--- config.mk ---
export PLATFORM = sky130hd
export DESIGN_NAME = chord_mixer
export DESIGN_NICKNAME = d
export VERILOG_FILES = /design/src/rtl/chord_mixer.sv
export SDC_FILE = /design/constraint.sdc
export NUM_CORES = 1
export LEC_CHECK = 0
export BUFFER_PORTS_ARGS = -buffer_cell sky130_fd_sc_hd__buf_2
export CORE_MARGIN = 1
export CORE_UTILIZATION = 55
export DETAILED_ROUTE_END_ITERATION = 8
export GPL_TIMING_DRIVEN = 1
export PLACE_DENSITY_LB_ADDON = 0.05
export RECOVER_POWER = 50
export SLEW_MARGIN = 20
export SYNTH_ARGS = -nofsm -noshare
export SYNTH_HDL_FRONTEND = slang
export SYNTH_SLANG_ARGS = --single-unit
--- constraint.sdc ---
create_clock -name clk -period 13.2 [get_ports clk]
set_clock_uncertainty 0.05 [all_clocks]
set_input_delay 1.32 -clock clk [delete_from_list [all_inputs] [get_ports clk]]
set_output_delay 1.32 -clock clk [all_outputs]
set_load 0.01 [all_outputs]
--- src/rtl/chord_mixer.sv ---
// N-voice sample mixer: collects one sample per active voice, sums one voice per cycle, then saturates or shift-scales.
// Latency: sample_valid NUM_VOICES+1 cycles after the last ready; a request arriving while busy is dropped and flagged as overrun.
module chord_mixer #(
    parameter int NUM_VOICES   = 3,
    parameter int SAMPLE_WIDTH = 16,
    parameter int TIMEOUT      = 64,
    parameter int SHIFT_MODE   = 0
) (
    input  logic                               clk,
    input  logic                               reset_n,
    input  logic                               generate_next_sample,
    input  logic [NUM_VOICES*SAMPLE_WIDTH-1:0] voice_samples,
    input  logic [NUM_VOICES-1:0]              voice_ready,
    input  logic [NUM_VOICES-1:0]              voice_active,
    output logic [SAMPLE_WIDTH-1:0]            sample_out,
    output logic                               sample_valid,
    output logic                               timeout_flag,
    output logic                               overrun
);
    localparam int CL = $clog2(NUM_VOICES);
    localparam int AW = SAMPLE_WIDTH + CL + 1;
    localparam int IW = (NUM_VOICES > 1) ? CL : 1;
    localparam int TW = (TIMEOUT > 1) ? $clog2(TIMEOUT) : 1;
    localparam logic signed [AW-1:0] SAT_MAX = {{(AW-SAMPLE_WIDTH+1){1'b0}}, {(SAMPLE_WIDTH-1){1'b1}}};
    localparam logic signed [AW-1:0] SAT_MIN = {{(AW-SAMPLE_WIDTH+1){1'b1}}, {(SAMPLE_WIDTH-1){1'b0}}};

    typedef enum logic [1:0] {IDLE, COLLECT, SUM, OUT} state_t;

    state_t                         state;
    state_t                         state_nxt;
    logic [NUM_VOICES-1:0]          act_mask;
    logic [NUM_VOICES-1:0]          got_mask;
    logic [NUM_VOICES-1:0]          cap;
    logic signed [SAMPLE_WIDTH-1:0] lat [NUM_VOICES];
    logic signed [AW-1:0]           acc;
    logic signed [AW-1:0]           addend;
    logic signed [AW-1:0]           acc_nxt;
    logic [SAMPLE_WIDTH-1:0]        cond;
    logic [IW-1:0]                  idx;
    logic [TW-1:0]                  tcnt;
    logic                           timed_out;
    logic                           covered;
    logic                           tmo_hit;
    logic                           last_idx;

    // The request cycle captures with the incoming active mask, since act_mask is not yet loaded.
    always_comb begin
        cap = '0;
        if (state == IDLE && generate_next_sample) begin
            cap = voice_ready & voice_active;
        end else if (state == COLLECT) begin
            cap = voice_ready & act_mask;
        end
    end

    assign covered  = (((got_mask | cap) & act_mask) == act_mask);
    assign tmo_hit  = (tcnt == TW'(TIMEOUT - 1));
    assign last_idx = (idx == IW'(NUM_VOICES - 1));
    assign addend   = got_mask[idx] ? {{(AW-SAMPLE_WIDTH){lat[idx][SAMPLE_WIDTH-1]}}, lat[idx]} : '0;
    assign acc_nxt  = acc + addend;

    generate
        if (SHIFT_MODE == 0) begin : g_sat
            always_comb begin
                if (acc_nxt > SAT_MAX) begin
                    cond = SAT_MAX[SAMPLE_WIDTH-1:0];
                end else if (acc_nxt < SAT_MIN) begin
                    cond = SAT_MIN[SAMPLE_WIDTH-1:0];
                end else begin
                    cond = acc_nxt[SAMPLE_WIDTH-1:0];
                end
            end
        end else begin : g_shift
            assign cond = SAMPLE_WIDTH'(acc_nxt >>> CL);
        end
    endgenerate

    always_ff @(posedge clk or negedge reset_n) begin
        if (!reset_n) begin
            state <= IDLE;
        end else begin
            state <= state_nxt;
        end
    end

    always_comb begin
        state_nxt    = state;
        sample_valid = 1'b0;
        timeout_flag = 1'b0;
        case (state)
            IDLE:    if (generate_next_sample) state_nxt = COLLECT;
            COLLECT: if (covered || tmo_hit) state_nxt = SUM;
            SUM:     if (last_idx) state_nxt = OUT;
            OUT: begin
                state_nxt    = IDLE;
                sample_valid = 1'b1;
                timeout_flag = timed_out;
            end
            default: state_nxt = IDLE;
        endcase
    end

    always_ff @(posedge clk or negedge reset_n) begin
        if (!reset_n) begin
            act_mask   <= '0;
            got_mask   <= '0;
            acc        <= '0;
            idx        <= '0;
            tcnt       <= '0;
            timed_out  <= 1'b0;
            sample_out <= '0;
            overrun    <= 1'b0;
            for (int i = 0; i < NUM_VOICES; i++) begin
                lat[i] <= '0;
            end
        end else begin
            overrun <= generate_next_sample && (state != IDLE);
            for (int i = 0; i < NUM_VOICES; i++) begin
                if (cap[i]) begin
                    lat[i] <= voice_samples[i*SAMPLE_WIDTH +: SAMPLE_WIDTH];
                end
            end
            case (state)
                IDLE: begin
                    if (generate_next_sample) begin
                        act_mask  <= voice_active;
                        got_mask  <= cap;
                        tcnt      <= '0;
                        idx       <= '0;
                        acc       <= '0;
                        timed_out <= 1'b0;
                    end
                end
                COLLECT: begin
                    got_mask <= got_mask | cap;
                    if (!covered) begin
                        if (tmo_hit) begin
                            timed_out <= 1'b1;
                        end else begin
                            tcnt <= tcnt + 1'b1;
                        end
                    end
                end
                SUM: begin
                    acc <= acc_nxt;
                    idx <= idx + 1'b1;
                    // Register the conditioned result with the final add so it is stable during OUT.
                    if (last_idx) begin
                        sample_out <= cond;
                    end
                end
                OUT: begin
                    acc       <= '0;
                    timed_out <= 1'b0;
                end
                default: ;
            endcase
        end
    end
endmodule

==> run_results.csv <==
group,metric,value,unit
worst_hold_path,hold_path_startpoint,"act_mask[2]$_DFFE_PN0P_",
floorplanning,dieHeight,102,um
timing,timing.final.max_slew_violations,104,
critical_path,r2r.worst_path.cells,13,
yosys,mappedNetlistArea,5450,um^2
floorplanning,std_cell_rows,35,
route,wl_final,11.3,mm
layout,design.final.nets,674,
clocking,number_of_buffers_inserted_during_clock_tree_synthesis,9,
place,detailedPlacementHpwl,8.40,mm
pwr,power_per_cell_area,213,nW/um^2
yosys,synth.top_cell.area_share,0.464,
place,detailedPlace.worstSlack,7310,ps
pwr,leakage,2.80,nW
timing,timing.final.crit_share,0.415,
yosys,portion_of_the_post_synthesis_area_used_by_sequential_elements,0.464,
timing,final.min_clock_period,5470,ps
grt,antenna_found_initial,1,
timing,hold_violations,0,
yosys,synthDistinctLibCells,50,
route,detailroute.via_count,4060,
place,placement.cell_area,5890,um^2
worst_hold_path,whs_endpoint,"act_mask[2]$_DFFE_PN0P_",
critical_path,critical_path_peak_fanout,65,
floorplanning,io_pins,76,
critical_path,crit_path_start_kind,"input port",
yosys,number_of_synthesized_flops_with_an_enable_pin,0,
yosys,post_synth_inst_count,529,
grt,gr-usage-all-layers,0.236,
timing,finalWorstSetupSlack,7730,ps
critical_path,cp.buffers_inverters,2,
yosys,mappedNetlistNets,612,
timing,finalSetupTns,0,ps
clocking,clockBufferDepth,2,
yosys,postSynth.asyncResetShare,1.00,
critical_path,highest_delay_cell_along_the_critical_path,"sky130_fd_sc_hd__clkbuf_1",
critical_path,r2r-start,"idx[1]$_DFFE_PN0P_",
clocking,post_cts_resized,0,
critical_path,timing.critical_path.cells,"clkbuf_1 > clkbuf_1",
floorplanning,effective_utilization_at_floorplan,0.578,
clocking,cts.htree.levels,3,
critical_path,required,12900,ps
yosys,synth.area.top_cells,"sky130_fd_sc_hd__dfrtp_1 (46%), sky130_fd_sc_hd__mux2_2 (9.9%), sky130_fd_sc_hd__ha_1 (5.7%)",
place,port-buffer-count,75,
layout,layout-drive-gt1-share,0.227,
timing,final-setup-viol-count,0,
floorplanning,die-width,102,um
run_status,status,"complete, but fails checks",
yosys,synth.ff_latch_count,101,
pwr,worst_ir_drop_vdd,110,uV
critical_path,timing.critical_path.to_type,"async pin",
critical_path,worst_r2r_setup_slack,7980,ps
clocking,clock-root-buffer,"sky130_fd_sc_hd__clkbuf_8",
timing,worstMarginPinSlew,3340,ps
yosys,syn-mean-instance-area,10.3,um^2
critical_path,crit_path_frequent_cell,"sky130_fd_sc_hd__clkbuf_1",
place,finalWeightedCongestion,0.863,
timing,grt_setup_unrepaired,"no",
clocking,clock_insertion_delay_worst_skew,380,ps
clocking,path_clk_slew,110,ps
clocking,cts_hold_repair.buffers,0,
clocking,number_of_setup_buffers_added_after_cts,0,
floorplanning,fp.coreArea,9420,um^2
grt,first_global_vias,3921,
critical_path,timing_worst_setup_path_type,"input port to async pin",
yosys,synthFlopType,"sky130_fd_sc_hd__dfrtp_1",
layout,antenna_cells_inserted,0,
timing,maxSlewHeadroom,-1.23,
route,drt_pre_antenna_iters,4,
route,wl_per_cell,15.6,um
grt,overflow_left_after_global_routing,0,
layout,syn_to_final_growth,11.7,%
grt,first_pass_grt_wire_length,18.9,mm
job,maxCapViolations,2,
critical_path,worst_reg2reg_endpoint,"sample_out[7]$_DFFE_PN0P_",
route,antenna_nets_post_route,0,
floorplanning,floorplan.die_area,10300,um^2
route,post_drt_via_cell_ratio,5.60,
critical_path,stage_delay_of_the_slowest_cell_on_the_critical_path,2450,ps
layout,finalInstanceArea,6080,um^2
run_status,violations,"capacitance limit, slew limit",
route,initialDrtViolationCount,118,
clocking,cts_tree,"built",
yosys,ys_warn_count,0,
route,drc,0,
critical_path,cpLargestDelayFamily,"buffers and inverters",
yosys,yosysTopAreaCell,"sky130_fd_sc_hd__dfrtp_1",
grt,largest_net_degree_at_the_start_of_global_routing,66,
timing,max_frequency,183,MHz
worst_hold_path,timing.hold.worst.class,"register to register",
worst_hold_path,hold_path_depth,2,
critical_path,worstPathArrival,5170,ps
clocking,cts_num_sinks,101,
-- tightest hold or removal path: cells and delay by family, from the launching register on --
family | cells | cell delay (ps)
DFF | 1 | 360
and+or+nand+nor | 2 | 110
-- registers in the layout, indices dropped and copies added (netlist names) --
register,flops
lat,48
overrun,1
timed_out,1
state,2
tcnt,6
idx,2
acc,19
act_mask,3
got_mask,3
sample_out,16
-- metal layers --
| layer | track usage | wire length, um | up-vias | part of all wire |
|---|---|---|---|---|
| met3 | 0.0545 | 547 | 12 | 0.048 |
| met1 | 0.346 | 5630 | 1955 | 0.50 |
| met2 | 0.356 | 5030 | 89 | 0.44 |
| li1 | - | - | 2004 | - |
| met5 | 0 | 0 | - | 0 |
| met4 | 0.0535 | 110 | 0 | 0.0097 |
-- cells in the mapped netlist, types with 2 or more instances --
library cell and number:
sky130_fd_sc_hd__dfrtp_1 101, sky130_fd_sc_hd__nand2_1 59, sky130_fd_sc_hd__nor2_1 57, sky130_fd_sc_hd__mux2_2 48, sky130_fd_sc_hd__a21oi_1 38, sky130_fd_sc_hd__ha_1 25, sky130_fd_sc_hd__o21ai_0 25, sky130_fd_sc_hd__clkbuf_1 20
sky130_fd_sc_hd__mux2i_1 18, sky130_fd_sc_hd__inv_1 12, sky130_fd_sc_hd__xor2_1 11, sky130_fd_sc_hd__a22o_1 10, sky130_fd_sc_hd__xnor2_1 10, sky130_fd_sc_hd__o211ai_1 8, sky130_fd_sc_hd__nand3_1 6, sky130_fd_sc_hd__a31oi_1 5
sky130_fd_sc_hd__and2_1 5, sky130_fd_sc_hd__and3_1 5, sky130_fd_sc_hd__o311ai_0 5, sky130_fd_sc_hd__a211o_1 4, sky130_fd_sc_hd__a211oi_1 4, sky130_fd_sc_hd__a21o_1 4, sky130_fd_sc_hd__o22ai_1 4, sky130_fd_sc_hd__or3_1 4
sky130_fd_sc_hd__buf_1 3, sky130_fd_sc_hd__nand2b_1 3, sky130_fd_sc_hd__nor2b_1 3, sky130_fd_sc_hd__o311ai_1 3, sky130_fd_sc_hd__a31o_2 2, sky130_fd_sc_hd__a41oi_2 2, sky130_fd_sc_hd__nand4_1 2, sky130_fd_sc_hd__o21a_1 2
sky130_fd_sc_hd__o21bai_1 2, sky130_fd_sc_hd__o311ai_2 2, sky130_fd_sc_hd__or2_2 2
-- how the worst max path moves through the flow --
stage                       startpoint                    endpoint  slack [ps]  cells after the start
global route                   reset_n         lat[44]$_DFFE_PN0P_        6640                      2
CTS                 idx[1]$_DFFE_PN0P_   sample_out[7]$_DFFE_PN0P_        7270                     13
global placement    idx[1]$_DFFE_PN0P_   sample_out[5]$_DFFE_PN0P_        7570                     13
detailed placement  idx[1]$_DFFE_PN0P_   sample_out[7]$_DFFE_PN0P_        7310                     13
floorplan           idx[1]$_DFFE_PN0P_  sample_out[10]$_DFFE_PN0P_        9070                     17
finish                         reset_n          lat[7]$_DFFE_PN0P_        7730                      2
-- where the power goes --
part	leakage (nW)	switching, mW	internal (mW)
sequential	1.28	0.0901	0.432
clock	0.108	0.119	0.0925
combinational	1.41	0.320	0.239
-- cell families (layout without fill, tap and decap cells) --
logic type,after synthesis,in the layout,synth area share
xor+xnor,21,21,0.0338
mux,66,66,0.132
compound gates,128,128,0.164
fa+ha+maj,26,26,0.0611
simple gates,149,149,0.116
buf+inv,38,105,0.0285
flops,101,101,0.464
-- layout make-up --
type                            count  area [um^2]
Fill cell                         814         3330
Multi-Input combinational cell    390         2770
Sequential cell                   101         2530
Timing Repair Buffer               77          363
Tap cell                          129          161
Clock buffer                        9          124
Clock inverter                      7         87.6
Inverter                           12         45.0
-- per-stage QoR --
step	std cells	utilization	power (mW)	hold WS, ps
after floorplan	529	-	0.941	396
after detailed placement	709	0.626	1.09	422
after global placement	709	0.626	1.06	408
final	725	0.646	1.29	443
after global routing	725	0.646	1.40	479
after CTS	725	0.648	1.30	446
-- placed cells by master, fill, tap and decap left out, types with 11 or more instances in the layout --
master and instances:
sky130_fd_sc_hd__ha_1 25, sky130_fd_sc_hd__mux2i_1 18, sky130_fd_sc_hd__a21oi_1 37, sky130_fd_sc_hd__mux2_2 48, sky130_fd_sc_hd__dfrtp_1 101, sky130_fd_sc_hd__buf_2 56
sky130_fd_sc_hd__inv_1 12, sky130_fd_sc_hd__o21ai_0 25, sky130_fd_sc_hd__nand2_1 59, sky130_fd_sc_hd__nor2_1 57, sky130_fd_sc_hd__clkbuf_1 20, sky130_fd_sc_hd__xor2_1 11
No activity file was read; power rests on OpenSTA's default activity.
